**config.mk**
```make
export PLATFORM = sky130hd
export DESIGN_NAME = sdr_init_refresh_seq_flat
export DESIGN_NICKNAME = d
export VERILOG_FILES = /design/src/rtl/sdr_init_refresh_seq_pkg.sv /design/src/rtl/sdr_init_refresh_seq_if.sv /design/src/rtl/sdr_init_refresh_seq_ref_timer.sv /design/src/rtl/sdr_init_refresh_seq.sv /design/src/flat_wrapper.sv
export SDC_FILE = /design/constraint.sdc
export NUM_CORES = 1
export LEC_CHECK = 0
export BUFFER_PORTS_ARGS = -buffer_cell sky130_fd_sc_hd__buf_4
export CAP_MARGIN = 20
export CORE_ASPECT_RATIO = 1.1
export CORE_MARGIN = 5
export CORE_UTILIZATION = 56
export CTS_CLUSTER_DIAMETER = 60
export DETAILED_ROUTE_END_ITERATION = 16
export GPL_TIMING_DRIVEN = 0
export PLACE_DENSITY = 0.89
export SLEW_MARGIN = 20
export SYNTH_ARGS = -nofsm -noshare
export SYNTH_HDL_FRONTEND = slang
export SYNTH_HIERARCHICAL = 1
export SYNTH_SLANG_ARGS = --single-unit
```
**constraint.sdc**
```tcl
create_clock -name sdram_clk -period 5.3 [get_ports sdram_clk]
set_clock_uncertainty 0.2 [all_clocks]
set_input_delay 1.06 -clock sdram_clk [delete_from_list [all_inputs] [get_ports sdram_clk]]
set_output_delay 1.06 -clock sdram_clk [all_outputs]
set_load 0.005 [all_outputs]
```
**src/rtl/sdr_init_refresh_seq_pkg.sv**
```systemverilog
// Shared command encodings, sequencer states and helpers for the SDRAM init/refresh sequencer.
package sdr_seq_pkg;

    // Values are the {ras_n, cas_n, we_n} pin encodings.
    typedef enum logic [2:0] {
        CMD_LMR  = 3'b000,
        CMD_AREF = 3'b001,
        CMD_PRE  = 3'b010,
        CMD_NOP  = 3'b111
    } sdr_cmd_e;

    typedef enum logic [2:0] {
        RST_WAIT,
        IPRE,
        IREF1,
        IREF2,
        ILMR,
        IDLE,
        RPRE,
        RAREF
    } seq_state_e;

    localparam int unsigned A10_BIT = 10;

    function automatic int unsigned max4(input int unsigned a, input int unsigned b,
                                         input int unsigned c, input int unsigned d);
        int unsigned m;
        m = a;
        if (b > m) m = b;
        if (c > m) m = c;
        if (d > m) m = d;
        return m;
    endfunction

endpackage

```
**src/rtl/sdr_init_refresh_seq_if.sv**
```systemverilog
// Command bus and refresh handshake between the sequencer (master) and the controller core (slave).
interface sdr_init_refresh_seq_if #(
    parameter int SDR_AW = 13
);
    logic [SDR_AW-1:0] cfg_sdr_mode;
    logic              ref_gnt;
    logic              sdr_cs_n;
    logic              sdr_ras_n;
    logic              sdr_cas_n;
    logic              sdr_we_n;
    logic [SDR_AW-1:0] sdr_addr;
    logic [1:0]        sdr_ba;
    logic              cmd_own;
    logic              init_done;
    logic              ref_req;
    logic              ref_urgent;
    logic              ref_overflow;

    modport master (
        input  cfg_sdr_mode, ref_gnt,
        output sdr_cs_n, sdr_ras_n, sdr_cas_n, sdr_we_n, sdr_addr, sdr_ba,
        output cmd_own, init_done, ref_req, ref_urgent, ref_overflow
    );

    modport slave (
        output cfg_sdr_mode, ref_gnt,
        input  sdr_cs_n, sdr_ras_n, sdr_cas_n, sdr_we_n, sdr_addr, sdr_ba,
        input  cmd_own, init_done, ref_req, ref_urgent, ref_overflow
    );
endinterface

```
**src/rtl/sdr_init_refresh_seq_ref_timer.sv**
```systemverilog
// Refresh interval counter and saturating pending-refresh counter with urgent/overflow flags.
module sdr_ref_timer #(
    parameter int unsigned REF_INTERVAL = 780,
    parameter int unsigned REF_MAX_PEND = 4,
    localparam int unsigned PW = $clog2(REF_MAX_PEND + 1)
) (
    input  logic          sdram_clk,
    input  logic          sdram_resetn,
    input  logic          i_init_done,
    input  logic          i_ref_done,
    output logic          o_tick,
    output logic [PW-1:0] o_pend,
    output logic          o_urgent,
    output logic          o_overflow
);
    localparam int unsigned    IW       = $clog2(REF_INTERVAL) + 1;
    localparam logic [IW-1:0]  IVL_LAST = IW'(REF_INTERVAL - 1);
    localparam logic [PW-1:0]  PEND_MAX = PW'(REF_MAX_PEND);

    logic [IW-1:0] r_ivl;
    logic [PW-1:0] r_pend;
    logic          r_overflow;
    logic          w_tick;
    logic          w_sat;

    assign w_tick = i_init_done && (r_ivl == IVL_LAST);
    assign w_sat  = (r_pend == PEND_MAX);

    always_ff @(posedge sdram_clk or negedge sdram_resetn) begin
        if (!sdram_resetn) begin
            r_ivl      <= '0;
            r_pend     <= '0;
            r_overflow <= 1'b0;
        end else begin
            if (i_init_done) r_ivl <= w_tick ? '0 : r_ivl + 1'b1;
            // A tick landing on a refresh completion cancels out.
            if (w_tick && !i_ref_done) begin
                if (w_sat) r_overflow <= 1'b1;
                else       r_pend     <= r_pend + 1'b1;
            end else if (!w_tick && i_ref_done && (r_pend != '0)) begin
                r_pend <= r_pend - 1'b1;
            end
        end
    end

    assign o_tick     = w_tick;
    assign o_pend     = r_pend;
    assign o_urgent   = w_sat;
    assign o_overflow = r_overflow;
endmodule

```
**src/rtl/sdr_init_refresh_seq.sv**
```systemverilog
// SDRAM power-up init sequencer and refresh issuer; owns the command bus while cmd_own=1.
module sdr_init_refresh_seq
    import sdr_seq_pkg::*;
#(
    parameter int unsigned INIT_WAIT    = 500,
    parameter int unsigned T_RP         = 3,
    parameter int unsigned T_RFC        = 7,
    parameter int unsigned T_MRD        = 2,
    parameter int unsigned REF_INTERVAL = 780,
    parameter int unsigned REF_MAX_PEND = 4,
    parameter int unsigned SDR_AW       = 13
) (
    input  logic                 sdram_clk,
    input  logic                 sdram_resetn,
    sdr_init_refresh_seq_if.master bus
);
    localparam int unsigned       TW      = $clog2(max4(INIT_WAIT, T_RP, T_RFC, T_MRD)) + 1;
    localparam int unsigned       PW      = $clog2(REF_MAX_PEND + 1);
    localparam logic [TW-1:0]     LD_INIT = TW'(INIT_WAIT);
    localparam logic [TW-1:0]     LD_RP   = TW'(T_RP - 1);
    localparam logic [TW-1:0]     LD_RFC  = TW'(T_RFC - 1);
    localparam logic [TW-1:0]     LD_MRD  = TW'(T_MRD - 1);
    localparam logic [SDR_AW-1:0] ADDR_PRE_ALL = SDR_AW'(1) << A10_BIT;

    seq_state_e        r_state;
    logic [TW-1:0]     r_timer;
    sdr_cmd_e          r_cmd;
    logic [SDR_AW-1:0] r_addr;
    logic              r_cs_n;
    logic              r_cmd_own;
    logic              r_init_done;
    logic              r_ref_req;

    logic              w_timer_zero;
    logic              w_ref_done;
    logic              w_tick;
    logic [PW-1:0]     w_pend;
    logic              w_urgent;
    logic              w_overflow;

    // Timer is loaded with T-1 on issue so the next command lands exactly T cycles later.
    assign w_timer_zero = (r_timer == '0);
    assign w_ref_done   = (r_state == RAREF) && w_timer_zero;

    always_ff @(posedge sdram_clk or negedge sdram_resetn) begin
        if (!sdram_resetn) begin
            r_state     <= RST_WAIT;
            r_timer     <= LD_INIT;
            r_cmd       <= CMD_NOP;
            r_addr      <= '0;
            r_cs_n      <= 1'b1;
            r_cmd_own   <= 1'b1;
            r_init_done <= 1'b0;
            r_ref_req   <= 1'b0;
        end else begin
            r_cs_n <= 1'b0;
            r_cmd  <= CMD_NOP;
            r_addr <= '0;
            if (!w_timer_zero) r_timer <= r_timer - 1'b1;
            case (r_state)
                RST_WAIT: if (w_timer_zero) begin
                    r_cmd   <= CMD_PRE;
                    r_addr  <= ADDR_PRE_ALL;
                    r_timer <= LD_RP;
                    r_state <= IPRE;
                end
                IPRE: if (w_timer_zero) begin
                    r_cmd   <= CMD_AREF;
                    r_timer <= LD_RFC;
                    r_state <= IREF1;
                end
                IREF1: if (w_timer_zero) begin
                    r_cmd   <= CMD_AREF;
                    r_timer <= LD_RFC;
                    r_state <= IREF2;
                end
                IREF2: if (w_timer_zero) begin
                    r_cmd   <= CMD_LMR;
                    r_addr  <= bus.cfg_sdr_mode;
                    r_timer <= LD_MRD;
                    r_state <= ILMR;
                end
                ILMR: if (w_timer_zero) begin
                    r_init_done <= 1'b1;
                    r_cmd_own   <= 1'b0;
                    r_state     <= IDLE;
                end
                IDLE: begin
                    // Include this cycle's tick so ref_req rises together with pend.
                    if (r_ref_req && bus.ref_gnt) begin
                        r_cmd     <= CMD_PRE;
                        r_addr    <= ADDR_PRE_ALL;
                        r_timer   <= LD_RP;
                        r_cmd_own <= 1'b1;
                        r_ref_req <= 1'b0;
                        r_state   <= RPRE;
                    end else begin
                        r_ref_req <= (w_pend != '0) || w_tick;
                    end
                end
                RPRE: if (w_timer_zero) begin
                    r_cmd   <= CMD_AREF;
                    r_timer <= LD_RFC;
                    r_state <= RAREF;
                end
                RAREF: if (w_timer_zero) begin
                    r_cmd_own <= 1'b0;
                    r_state   <= IDLE;
                end
                default: r_state <= RST_WAIT;
            endcase
        end
    end

    sdr_ref_timer #(
        .REF_INTERVAL (REF_INTERVAL),
        .REF_MAX_PEND (REF_MAX_PEND)
    ) u_ref_timer (
        .sdram_clk    (sdram_clk),
        .sdram_resetn (sdram_resetn),
        .i_init_done  (r_init_done),
        .i_ref_done   (w_ref_done),
        .o_tick       (w_tick),
        .o_pend       (w_pend),
        .o_urgent     (w_urgent),
        .o_overflow   (w_overflow)
    );

    assign bus.sdr_cs_n                                  = r_cs_n;
    assign {bus.sdr_ras_n, bus.sdr_cas_n, bus.sdr_we_n} = r_cmd;
    assign bus.sdr_addr                                  = r_addr;
    assign bus.sdr_ba                                    = '0;
    assign bus.cmd_own                                   = r_cmd_own;
    assign bus.init_done                                 = r_init_done;
    assign bus.ref_req                                   = r_ref_req;
    assign bus.ref_urgent                                = w_urgent;
    assign bus.ref_overflow                              = w_overflow;
endmodule

```
**src/flat_wrapper.sv**
```systemverilog
// flat-port wrapper written by rule: the top's interface ports become plain ports
module sdr_init_refresh_seq_flat import sdr_seq_pkg::*;
#(
    parameter int unsigned INIT_WAIT    = 500,
    parameter int unsigned T_RP         = 3,
    parameter int unsigned T_RFC        = 7,
    parameter int unsigned T_MRD        = 2,
    parameter int unsigned REF_INTERVAL = 780,
    parameter int unsigned REF_MAX_PEND = 4,
    parameter int unsigned SDR_AW       = 13
)
  (sdram_clk, sdram_resetn, bus_cfg_sdr_mode, bus_ref_gnt, bus_sdr_cs_n, bus_sdr_ras_n, bus_sdr_cas_n, bus_sdr_we_n, bus_sdr_addr, bus_sdr_ba, bus_cmd_own, bus_init_done, bus_ref_req, bus_ref_urgent, bus_ref_overflow);
  sdr_init_refresh_seq_if #(.SDR_AW(SDR_AW)) bus_i ();
  input  logic sdram_clk;
  input  logic sdram_resetn;
  input wire logic [$bits(bus_i.cfg_sdr_mode)-1:0] bus_cfg_sdr_mode;
  input wire logic [$bits(bus_i.ref_gnt)-1:0] bus_ref_gnt;
  output wire logic [$bits(bus_i.sdr_cs_n)-1:0] bus_sdr_cs_n;
  output wire logic [$bits(bus_i.sdr_ras_n)-1:0] bus_sdr_ras_n;
  output wire logic [$bits(bus_i.sdr_cas_n)-1:0] bus_sdr_cas_n;
  output wire logic [$bits(bus_i.sdr_we_n)-1:0] bus_sdr_we_n;
  output wire logic [$bits(bus_i.sdr_addr)-1:0] bus_sdr_addr;
  output wire logic [$bits(bus_i.sdr_ba)-1:0] bus_sdr_ba;
  output wire logic [$bits(bus_i.cmd_own)-1:0] bus_cmd_own;
  output wire logic [$bits(bus_i.init_done)-1:0] bus_init_done;
  output wire logic [$bits(bus_i.ref_req)-1:0] bus_ref_req;
  output wire logic [$bits(bus_i.ref_urgent)-1:0] bus_ref_urgent;
  output wire logic [$bits(bus_i.ref_overflow)-1:0] bus_ref_overflow;
  assign bus_i.cfg_sdr_mode = bus_cfg_sdr_mode;
  assign bus_i.ref_gnt = bus_ref_gnt;
  assign bus_sdr_cs_n = bus_i.sdr_cs_n;
  assign bus_sdr_ras_n = bus_i.sdr_ras_n;
  assign bus_sdr_cas_n = bus_i.sdr_cas_n;
  assign bus_sdr_we_n = bus_i.sdr_we_n;
  assign bus_sdr_addr = bus_i.sdr_addr;
  assign bus_sdr_ba = bus_i.sdr_ba;
  assign bus_cmd_own = bus_i.cmd_own;
  assign bus_init_done = bus_i.init_done;
  assign bus_ref_req = bus_i.ref_req;
  assign bus_ref_urgent = bus_i.ref_urgent;
  assign bus_ref_overflow = bus_i.ref_overflow;
  sdr_init_refresh_seq #(.INIT_WAIT(INIT_WAIT), .T_RP(T_RP), .T_RFC(T_RFC), .T_MRD(T_MRD), .REF_INTERVAL(REF_INTERVAL), .REF_MAX_PEND(REF_MAX_PEND), .SDR_AW(SDR_AW)) u_core (.sdram_clk(sdram_clk), .sdram_resetn(sdram_resetn), .bus(bus_i));
endmodule
```
==> summary.txt, run 1 <==
Status
  – Status: finished clean

CTS
  – Post_cts resized: 0
  – CTS root buffer: clkbuf_8
  – Clock edge transition at the registers on the reported setup and hold paths: around 0.1 ns
  – Post-CTS Hold Buffers: 0
  – Clk_lat worst skew: between 0.3 and 0.4 ns
  – Max clock buf depth: 2
  – CTS HTree Levels: 2
  – TritonCTS clock tree: done
  – Clk sink count: 48
  – CTS buffer count: 5
  – Post-CTS Setup Inserts: 0

GRT
  – Congestion Overflow GR: 0
  – Initial antenna violation count: 0
  – First-pass GRT wire length: 8070 um
  – Largest net degree at the start of global routing: 49
  – GR Util All Layers: 18.2%
  – Vias in the first global route: 1806

Cells and area
  – FF+latch area: 0.00121 mm^2
  – Final instance area: 0.00282 mm^2
  – Area delta synth->final: 18.8%
  – Share of cells above drive strength 1: 29.3%
  – Multi-input logic area: about 0.0011 mm^2
  – ANT cells: 0
  – Fin util: about 70%
  – Filler cells: 312
  – Nets@finish: between 200 and 300

Synth
  – Asr flop ratio synth: 100%
  – Main area contributors after synthesis: dfrtp_1 39%, dfstp_2 12%, and2_1 3.4%
  – Yosys cell types: 58
  – Seq/Total Area, Yosys: around 50%
  – Average size of a mapped cell: 10.6 um^2
  – Cells after Synth: 223
  – Main combinational cell family by area after synthesis: simple AND/OR/NAND/NOR gates
  – Top-area cell type share of the netlist area: 39.0%
  – Number of synthesized flops with an enable pin: 0
  – Post-synthesis simple-gate area fraction: 21.0%
  – Synth Area in Adders: under 10%
  – Largest area contributor in the netlist: dfrtp_1
  – #FFs+latches synth: 48
  – Synth warnings: 6
  – Most frequent cells after synthesis: 37 x dfrtp_1, 18 x nand2_1, 15 x nor2_1
  – Mapped Area: roughly 0.0024 mm^2
  – Ys flop type: dfrtp_1
  – Xor/xnor share of the synthesized area: 4.06%
  – Complex-gate fraction of the synthesized area: 13.4%
  – Multiplexer share of the synthesized area: 2.21%
  – Most common cell in the netlist: dfrtp_1

Detailed routing
  – Wirelength per Cell: 14.3 um
  – DRT iter0 DRCs: 101
  – DR pass1 iterations: 5
  – DR vias: 1820
  – Via density: 5.65
  – Post-route ant nets: 0
  – Drt total wl: 4590 um
  – DRC viols: 0

Worst setup path
  – Setup crit end kind: flop
  – Critical path required time: 5.35 ns
  – R2r setup slk: 1.44 ns
  – WP data arrival: slightly below 4 ns
  – Family with the most delay on the worst path: simple AND/OR/NAND/NOR gates
  – WS Path Type: reg -> reg
  – Max incr delay on CP: 0.58 ns
  – CP Launch Type: flop
  – Max FO, Critical Path: 11
  – Slowest-stage cell, CP: or4_1
  – Buf/Inv on CP: 5
  – Worst-path cell chain: inv_1 > ha_1 > nor4b_2 > and3_1 > buf_4 > inv_2 > buf_2 > nor3_1 > clkbuf_1 > or4_1 > fa_1 > nand2b_1 > or2_2 > o2bb2ai_1 > mux2_2

Timing
  – RSZ-0062 raised after global routing: false
  – Tmin final: 3.86 ns
  – Setup tns final: 0 ns
  – Max_slew headroom: 41.7%
  – Highest clock rate: 0.259 GHz
  – Final setup viols: 0
  – Final worst-path cycle share: between 70 and 80%
  – Worst setup slack after layout: 1.44 ns
  – Max Slew Vio Count: 0
  – Fin. Hold Viols: 0
  – Slew of the pin with the lowest slew margin: between 0.8 and 0.9 ns

Die
  – Chip Width: 72.1 um
  – Initial core utilization: 59.0%
  – # rows: 24
  – Core footprint: 0.00402 mm^2
  – Io pins: 40
  – Die Height: approximately 78 um
  – Die ar.: between 0.005 and 0.006 mm^2

Power
  – Maximum vdd drop: 0.254 mV
  – Power Density: roughly 220 mW/mm^2
  – Final Total Pwr: 0.616 mW
  – Static leakage: 1.33 nW

Placement
  – Placer Congestion: 0.814
  – Placement Cell Area: 0.00273 mm^2
  – Pre-CTS setup slack: 1.48 ns
  – IO Port Bufs: 37
  – Dpl hpwl: approximately 3300 um

Flow run
  – Max-cap violation count: 0

Worst hold path
  – Worst hold path type: reg -> reg
-- per-stage QoR --
step / cells / hold WS (ns)
after global routing: 322 / 0.323
after detailed placement: 314 / 0.249
final: 322 / 0.266
after floorplan: 225 / 0.251
after CTS: 322 / 0.271
after global placement: 314 / 0.241
-- state kept, by name, indices dropped and copies added, names as in the netlist --
register                       flops
u_core/bus.sdr_cs_n                1
u_core/u_ref_timer/o_overflow      1
u_core/u_ref_timer/o_pend          3
u_core/r_timer                    10
u_core/bus.cmd_own                 1
u_core/bus.init_done               1
u_core/u_ref_timer/r_ivl          11
u_core/r_cmd                       3
u_core/bus.ref_req                 1
u_core/bus.sdr_addr               13
u_core/r_state                     3
-- logic make-up after synthesis --
group           count (synthesis)
compound gates                 46
xor+xnor                       11
fa+ha+maj                       6
buf+inv                        22
flops                          48
mux                             5
other cells                     1
simple gates                   84
-- area by class of cell --
type	instances	area share (%)
inverters	11	1.46
repair buffers	37	9.85
clock inverters	3	0.932
multi-input cells	155	37.5
plain buffers	11	2.40
flip-flops and latches	48	43.1
well taps	52	2.31
clock buffers	5	2.44
-- report_power, final --
part | leakage, nW | switching [mW] | internal, mW
registers | 0.607 | 0.0000957 | 0.367
clock network | 0.0491 | 0.134 | 0.0972
logic | 0.673 | 0.00944 | 0.00863
-- cells in the final DEF (no fill, tap or decap), drive strengths merged, types with 2 or more instances in the layout --
cell / count
buf: 45
and4: 2
nor2: 15
o2bb2ai: 2
xnor2: 9
nand3: 5
mux2i: 3
nor4: 3
nor3: 5
or4: 6
xor2: 2
o22ai: 2
or2: 2
clkbuf: 8
conb: 3
dfrtp: 37
and3: 2
nand2: 18
nand2b: 3
a21o: 4
inv: 13
o31ai: 3
dfstp: 11
or3b: 2
a21oi: 8
and2: 13
o21ai: 9
nand4: 2
mux2: 2
ha: 5
a31oi: 4
o311ai: 2
o21bai: 2
-- worst paths after layout --
check,from,to,cells past startpoint
min in group asynchronous,sdram_resetn,u_core/r_timer[9]$_DFF_PN0_,1
worst max register to register,u_core/r_timer[0]$_DFF_PN0_,u_core/u_ref_timer/o_pend[2]$_DFFE_PN0P_,15
max in group asynchronous,sdram_resetn,u_core/u_ref_timer/r_ivl[4]$_DFFE_PN0P_,1
worst max-delay path,u_core/r_timer[0]$_DFF_PN0_,u_core/u_ref_timer/o_pend[2]$_DFFE_PN0P_,15
worst min-delay path,u_core/u_ref_timer/o_overflow$_DFFE_PN0P_,u_core/u_ref_timer/o_overflow$_DFFE_PN0P_,1
worst min register to register,u_core/u_ref_timer/o_overflow$_DFFE_PN0P_,u_core/u_ref_timer/o_overflow$_DFFE_PN0P_,1
-- per-layer routing --
layer | GRT usage [%] | wire, um | vias up
li1 | - | - | 872
met5 | 0 | 0 | -
met1 | 21.7 | 1920 | 879
met2 | 29.3 | 2250 | 61
met3 | 6.51 | 351 | 8
met4 | 7.89 | 68 | 0
Power figures use the tool's default switching activity.
==> run 2, diff against run 1 <==
Settings changed: CORE_UTILIZATION 56 to 55, PLACE_DENSITY 0.89 to 0.88.
Clock period 5.3 ns to 3.6 ns, I/O delays scaled along.
==> summary.txt, run 2 (synthesis gave the netlist of run 1 again) <==
CTS
  – Clock edge transition at the registers on the reported setup and hold paths: 0.09 ns (was 0.10 ns)
  – TritonCTS clock tree: done (unchanged)
  – Max clock buf depth: 2 (unchanged)
  – CTS buffer count: 5 (unchanged)
  – CTS HTree Levels: 2 (unchanged)
  – CTS root buffer: clkbuf_8 (unchanged)
  – Clk sink count: 48 (unchanged)
  – Clk_lat worst skew: 0.31 ns (about the same)
  – Post-CTS Hold Buffers: 0 (unchanged)

Detailed routing
  – Drt total wl: 4650 um (was 4590 um)
  – Post-route ant nets: 0 (unchanged)
  – DR vias: 1822 (was 1820)
  – Via density: 5.62 (was 5.65)
  – Wirelength per Cell: 14.3 um (about the same)
  – DRC viols: 0 (unchanged)
  – DRT iter0 DRCs: 136 (was 101)
  – DR pass1 iterations: 4 (was 5)

GRT
  – First-pass GRT wire length: 8130 um (was 8070 um)
  – Initial antenna violation count: 0 (unchanged)
  – Largest net degree at the start of global routing: 49 (unchanged)
  – Vias in the first global route: 1846 (was 1806)
  – Congestion Overflow GR: 0 (unchanged)
  – GR Util All Layers: 17.8% (was 18.2%)

Die
  – # rows: 25 (was 24)
  – Core footprint: 0.00425 mm^2 (was 0.00402 mm^2)
  – Io pins: 40 (unchanged)
  – Initial core utilization: 55.8% (was 59.0%)
  – Die Height: 78.9 um (was 78.3 um)
  – Die ar.: 0.00573 mm^2 (was 0.00564 mm^2)
  – Chip Width: 72.7 um (was 72.1 um)

Worst setup path
  – Max incr delay on CP: 0.56 ns (was 0.58 ns)
  – Setup crit end kind: flop (unchanged)
  – Worst Reg-to-Reg Cells: 13 (was 15)
  – R2r setup slk: 0.16 ns (was 1.44 ns)
  – WS Path Type: reg -> reg (unchanged)
  – Reg-to-Reg End: u_core/u_ref_timer/o_pend[2]$_DFFE_PN0P_ (unchanged)
  – WP data arrival: 3.49 ns (was 3.92 ns)
  – Max FO, Critical Path: 12 (was 11)
  – Worst-path cell chain: inv_1 > ha_1 > nor4b_2 > and3_1 > buf_4 > inv_6 > nor3_2 > or4_1 > fa_1 > nand2b_1 > or2_2 > o2bb2ai_1 > mux2_2 (was inv_1 > ha_1 > nor4b_2 > and3_1 > buf_4 > inv_2 > buf_2 > nor3_1 > clkbuf_1 > or4_1 > fa_1 > nand2b_1 > or2_2 > o2bb2ai_1 > mux2_2)
  – Slowest-stage cell, CP: or4_1 (unchanged)
  – Critical path required time: 3.65 ns (was 5.35 ns)
  – CP Launch Type: flop (unchanged)
  – Reg-to-reg startpoint: u_core/r_timer[0]$_DFF_PN0_ (unchanged)

Placement
  – Placer Congestion: 0.809 (was 0.814)
  – IO Port Bufs: 37 (unchanged)
  – Dpl hpwl: 3250 um (was 3280 um)
  – Placement Cell Area: 0.00273 mm^2 (about the same)

Power
  – Static leakage: 1.33 nW (about the same)
  – Power Density: 315 mW/mm^2 (was 219 mW/mm^2)
  – Maximum vdd drop: 0.354 mV (was 0.254 mV)
  – Final Total Pwr: 0.893 mW (was 0.616 mW)

Timing
  – Max Slew Vio Count: 0 (unchanged)
  – Setup tns final: 0 ns (unchanged)
  – Slew of the pin with the lowest slew margin: 0.895 ns (was 0.867 ns)
  – Fin. Hold Viols: 0 (unchanged)
  – Final setup viols: 0 (unchanged)
  – RSZ-0062 raised after global routing: false (unchanged)
  – Max_slew headroom: 39.9% (was 41.7%)
  – Tmin final: 3.44 ns (was 3.86 ns)
  – Highest clock rate: 0.291 GHz (was 0.259 GHz)
  – Final worst-path cycle share: 95.6% (was 72.9%)

Cells and area
  – Share of cells above drive strength 1: 30.0% (was 29.3%)
  – ANT cells: 0 (unchanged)
  – Filler cells: 353 (was 312)
  – Area delta synth->final: 19.4% (was 18.8%)
  – Nets@finish: 291 (unchanged)
  – Final instance area: 0.00284 mm^2 (was 0.00282 mm^2)
  – Leading cell type in the layout, fill and taps excluded: buf_4 (unchanged)
  – Largest register FFs: 13 (unchanged)
  – Commonest cells after routing, fill and taps aside: 43 x buf_4, 37 x dfrtp_1, 18 x nand2_1 (was 41 x buf_4, 37 x dfrtp_1, 18 x nand2_1)

Worst hold path
  – Worst hold path type: in -> async (was reg -> reg)

Flow run
  – Max-cap violation count: 0 (unchanged)

Status
  – Status: finished clean (unchanged)
-- run 2: how the worst max path moves through the flow --
stage	startpoint	to	slack, ns	depth (start not counted)
after floorplan	u_core/r_timer[0]$_DFF_PN0_	u_core/u_ref_timer/o_pend[2]$_DFFE_PN0P_	0.10	15
after global placement	u_core/r_timer[0]$_DFF_PN0_	u_core/u_ref_timer/o_pend[2]$_DFFE_PN0P_	-0.13	15
after detailed placement	u_core/r_timer[0]$_DFF_PN0_	u_core/u_ref_timer/o_pend[2]$_DFFE_PN0P_	-0.21	15
after CTS	u_core/r_timer[0]$_DFF_PN0_	u_core/u_ref_timer/o_pend[2]$_DFFE_PN0P_	0.0006	14
after global routing	u_core/r_timer[0]$_DFF_PN0_	u_core/u_ref_timer/o_pend[2]$_DFFE_PN0P_	0.02	13
final	u_core/r_timer[0]$_DFF_PN0_	u_core/u_ref_timer/o_pend[2]$_DFFE_PN0P_	0.16	13
-- run 2: through the flow --
step | utilization (%) | cells | hold WS [ns] | setup slack [ns]
after floorplan | - | 225 | 0.224 | 0.101
after global placement | 64.1 | 316 | 0.241 | -0.129
after detailed placement | 64.1 | 316 | 0.255 | -0.212
after CTS | 66.6 | 325 | 0.224 | 0.000568
after global routing | 66.7 | 324 | 0.256 | 0.0169
final | 66.7 | 324 | 0.213 | 0.159
-- run 2: worst max-delay path, delay by kind of cell (launching register included) --
family          cells  cell delay (ns)
compound gates      1             0.15
fa+ha+maj           2             0.63
buf+inv             3             0.38
flops               1             0.38
mux                 1             0.16
simple gates        6             1.49
-- run 2: where the power goes --
part           switching (mW)  internal (mW)
clock network           0.188          0.138
logic                  0.0138         0.0127
registers            0.000154          0.540
total                   0.202          0.691
-- run 2: layout make-up --
type                       count  area (um^2)  area share (%)
buffer                         9         58.8            2.07
clock buffer                   5         68.8            2.43
clock inverter                 3         23.8           0.838
inverter                      11         46.3            1.63
multi-input combinational    155         1060            37.5
sequential                    48         1210            42.8
tap                           54         67.6            2.38
timing repair buffer          39          293            10.3
-- run 2: per-layer routing --
| metal | wire [um] | share of wire, % | global-route usage (%) |
|---|---|---|---|
| met5 | 0 | 0 | 0 |
| met4 | 102 | 2.2 | 8.30 |
| met3 | 326 | 7.0 | 4.56 |
| met2 | 2200 | 47 | 30.1 |
| met1 | 2020 | 43 | 21.1 |
-- run 2: what timing repair did --
item,in CTS,in global routing
resized for setup,1,2
hold endpoints to repair,0,0
setup endpoints to repair,1,1
buffers inserted,2,0
pin swaps,0,0
==> run 3, diff against run 2 <==
Settings changed: BUFFER_PORTS_ARGS -buffer_cell sky130_fd_sc_hd__buf_4 to -buffer_cell sky130_fd_sc_hd__buf_2, CORE_UTILIZATION 55 to 32, PLACE_DENSITY 0.88 to 0.6.
==> summary.txt, run 3 (synthesis gave the netlist of run 1 again) <==
Cells and area
  – Share of cells above drive strength 1: 30.4% (was 30.0%)
  – Count of non-filler cells in the finished layout: 357 (was 324)
  – ANT cells: 0 (unchanged)
  – Nets@finish: 291 (unchanged)
  – Leading cell type in the layout, fill and taps excluded: buf_2 (was buf_4)
  – Largest register FFs: 13 (unchanged)
  – Fin util: 38.4% (was 66.7%)
  – Commonest cells after routing, fill and taps aside: 38 x buf_2, 37 x dfrtp_1, 18 x nand2_1 (was 43 x buf_4, 37 x dfrtp_1, 18 x nand2_1)
  – Area delta synth->final: 18.7% (was 19.4%)

Worst setup path
  – Family with the most delay on the worst path: simple AND/OR/NAND/NOR gates (unchanged)
  – Worst Setup SP: u_core/r_timer[0]$_DFF_PN0_ (unchanged)
  – Worst-path cell chain: inv_1 > ha_1 > nor4b_2 > and3_1 > buf_4 > inv_6 > nor3_2 > or4_1 > fa_2 > nand2b_1 > or2_2 > o2bb2ai_1 > mux2_2 (was inv_1 > ha_1 > nor4b_2 > and3_1 > buf_4 > inv_6 > nor3_2 > or4_1 > fa_1 > nand2b_1 > or2_2 > o2bb2ai_1 > mux2_2)
  – Setup crit end kind: flop (unchanged)
  – Worst Reg-to-Reg Cells: 13 (unchanged)
  – Slowest-stage cell, CP: or4_1 (unchanged)
  – WP data arrival: 3.51 ns (was 3.49 ns)
  – Buf/Inv on CP: 3 (unchanged)
  – Max FO, Critical Path: 12 (unchanged)
  – Number of stages on the worst setup path: 13 (unchanged)
  – CP Launch Type: flop (unchanged)
  – Max incr delay on CP: 0.58 ns (was 0.56 ns)
  – Reg-to-Reg End: u_core/u_ref_timer/o_pend[2]$_DFFE_PN0P_ (unchanged)
  – Reg-to-reg startpoint: u_core/r_timer[0]$_DFF_PN0_ (unchanged)
  – Critical path required time: 3.65 ns (about the same)
  – WS Path Type: reg -> reg (unchanged)
  – R2r setup slk: 0.14 ns (was 0.16 ns)

Die
  – Io pins: 40 (unchanged)
  – Core footprint: 0.00735 mm^2 (was 0.00425 mm^2)
  – Die Height: 100 um (was 78.9 um)
  – # rows: 33 (was 25)
  – Chip Width: 92.1 um (was 72.7 um)
  – Die ar.: 0.00925 mm^2 (was 0.00573 mm^2)
  – Initial core utilization: 32.3% (was 55.8%)

Timing
  – Max_slew headroom: 37.7% (was 39.9%)
  – Slew of the pin with the lowest slew margin: 0.927 ns (was 0.895 ns)
  – Setup tns final: 0 ns (unchanged)
  – Tmin final: 3.46 ns (was 3.44 ns)
  – RSZ-0062 raised after global routing: false (unchanged)
  – Highest clock rate: 0.289 GHz (was 0.291 GHz)
  – Worst setup slack after layout: 0.138 ns (was 0.159 ns)
  – Final worst-path cycle share: 96.2% (was 95.6%)
  – Max Slew Vio Count: 0 (unchanged)
  – Final setup viols: 0 (unchanged)
  – Fin. Hold Viols: 0 (unchanged)

CTS
  – Max clock buf depth: 2 (unchanged)
  – CTS root buffer: clkbuf_8 (unchanged)
  – Post-CTS Hold Buffers: 0 (unchanged)
  – Clk sink count: 48 (unchanged)
  – TritonCTS clock tree: done (unchanged)
  – CTS buffer count: 5 (unchanged)
  – Clock edge transition at the registers on the reported setup and hold paths: 0.10 ns (was 0.09 ns)
  – Clk_lat worst skew: 0.30 ns (was 0.31 ns)
  – CTS HTree Levels: 2 (unchanged)

GRT
  – Largest net degree at the start of global routing: 49 (unchanged)
  – Vias in the first global route: 1752 (was 1846)
  – Congestion Overflow GR: 0 (unchanged)
  – Initial antenna violation count: 0 (unchanged)
  – GR Util All Layers: 11.0% (was 17.8%)
  – First-pass GRT wire length: 8270 um (was 8130 um)

Detailed routing
  – DR vias: 1777 (was 1822)
  – DR pass1 iterations: 5 (was 4)
  – Via density: 4.98 (was 5.62)
  – Wirelength per Cell: 13.4 um (was 14.3 um)
  – DRC viols: 0 (unchanged)
  – Drt total wl: 4790 um (was 4650 um)
  – DRT iter0 DRCs: 111 (was 136)
  – Post-route ant nets: 0 (unchanged)

Placement
  – Cells after DPL: 349 (was 316)
  – Placer Congestion: 0.744 (was 0.809)
  – Dpl hpwl: 3390 um (was 3250 um)
  – IO Port Bufs: 37 (unchanged)
  – Pre-CTS setup slack: -0.318 ns (was -0.212 ns)

Worst hold path
  – Worst hold path type: in -> async (unchanged)

Power
  – Static leakage: 1.33 nW (about the same)
  – Maximum vdd drop: 0.152 mV (was 0.354 mV)
  – Power Density: 347 mW/mm^2 (was 315 mW/mm^2)

Flow run
  – Max-cap violation count: 0 (unchanged)

Status
  – Status: finished clean (unchanged)
==> run 3: cell count changes in the layout (fill, tap and decap cells not counted) <==
| cell | previous run | this run |
|---|---|---|
| clkbuf_8 | 5 | 6 |
| bufinv_16 | 0 | 1 |
| buf_4 | 43 | 7 |
| fa_2 | 0 | 1 |
| fa_1 | 1 | 0 |
| clkinvlp_4 | 2 | 0 |
| buf_2 | 2 | 38 |
==> run 3: final cells by class <==
type	instances	area, um^2
Inverter	11	46.3
Buffer	9	58.8
Sequential cell	48	1210
Clock buffer	6	82.6
Clock inverter	2	38.8
Multi-Input combinational cell	155	1070
Timing Repair Buffer	39	203
Fill cell	734	4530
Tap cell	87	109
==> run 3: report_power, final <==
group / switching, mW / total (mW) / internal [mW]
sequential: 0.000122 / 0.540 / 0.540
combinational: 0.0138 / 0.0220 / 0.00819
clock: 0.189 / 0.417 / 0.227
==> run 3: worst max-delay path by stage <==
stage                                                          end  slack, ns
final                     u_core/u_ref_timer/o_pend[2]$_DFFE_PN0P_       0.14
after global routing      u_core/u_ref_timer/o_pend[2]$_DFFE_PN0P_       0.02
after CTS                 u_core/u_ref_timer/o_pend[2]$_DFFE_PN0P_      0.005
after detailed placement  u_core/u_ref_timer/o_pend[2]$_DFFE_PN0P_      -0.32
after global placement    u_core/u_ref_timer/o_pend[2]$_DFFE_PN0P_      -0.21
after floorplan           u_core/u_ref_timer/o_pend[2]$_DFFE_PN0P_       0.10
==> run 3: what timing repair did <==
action                                  in CTS  in global routing
hold endpoints to repair                     0                  0
endpoints found under the setup margin       1                  2
cloned                                       0                  0
setup buffers                                2                  0
gates resized for setup                      1                  3
==> run 3: per-stage QoR <==
stage	total power [mW]	hold WS (ns)	area (um^2)
after floorplan	0.554	0.224	2380
after global routing	1.03	0.268	2820
after CTS	0.994	0.265	2810
final	0.979	0.216	2820
after detailed placement	0.574	0.248	2680
after global placement	0.573	0.239	2680
==> run 3: metal layers <==
metal | GRT usage, % | routed length, um | vias up
li1 | - | - | 866
met4 | 2.06 | 19 | 0
met5 | 0 | 0 | -
met3 | 4.35 | 257 | 2
met2 | 18.0 | 2280 | 36
met1 | 14.0 | 2230 | 873
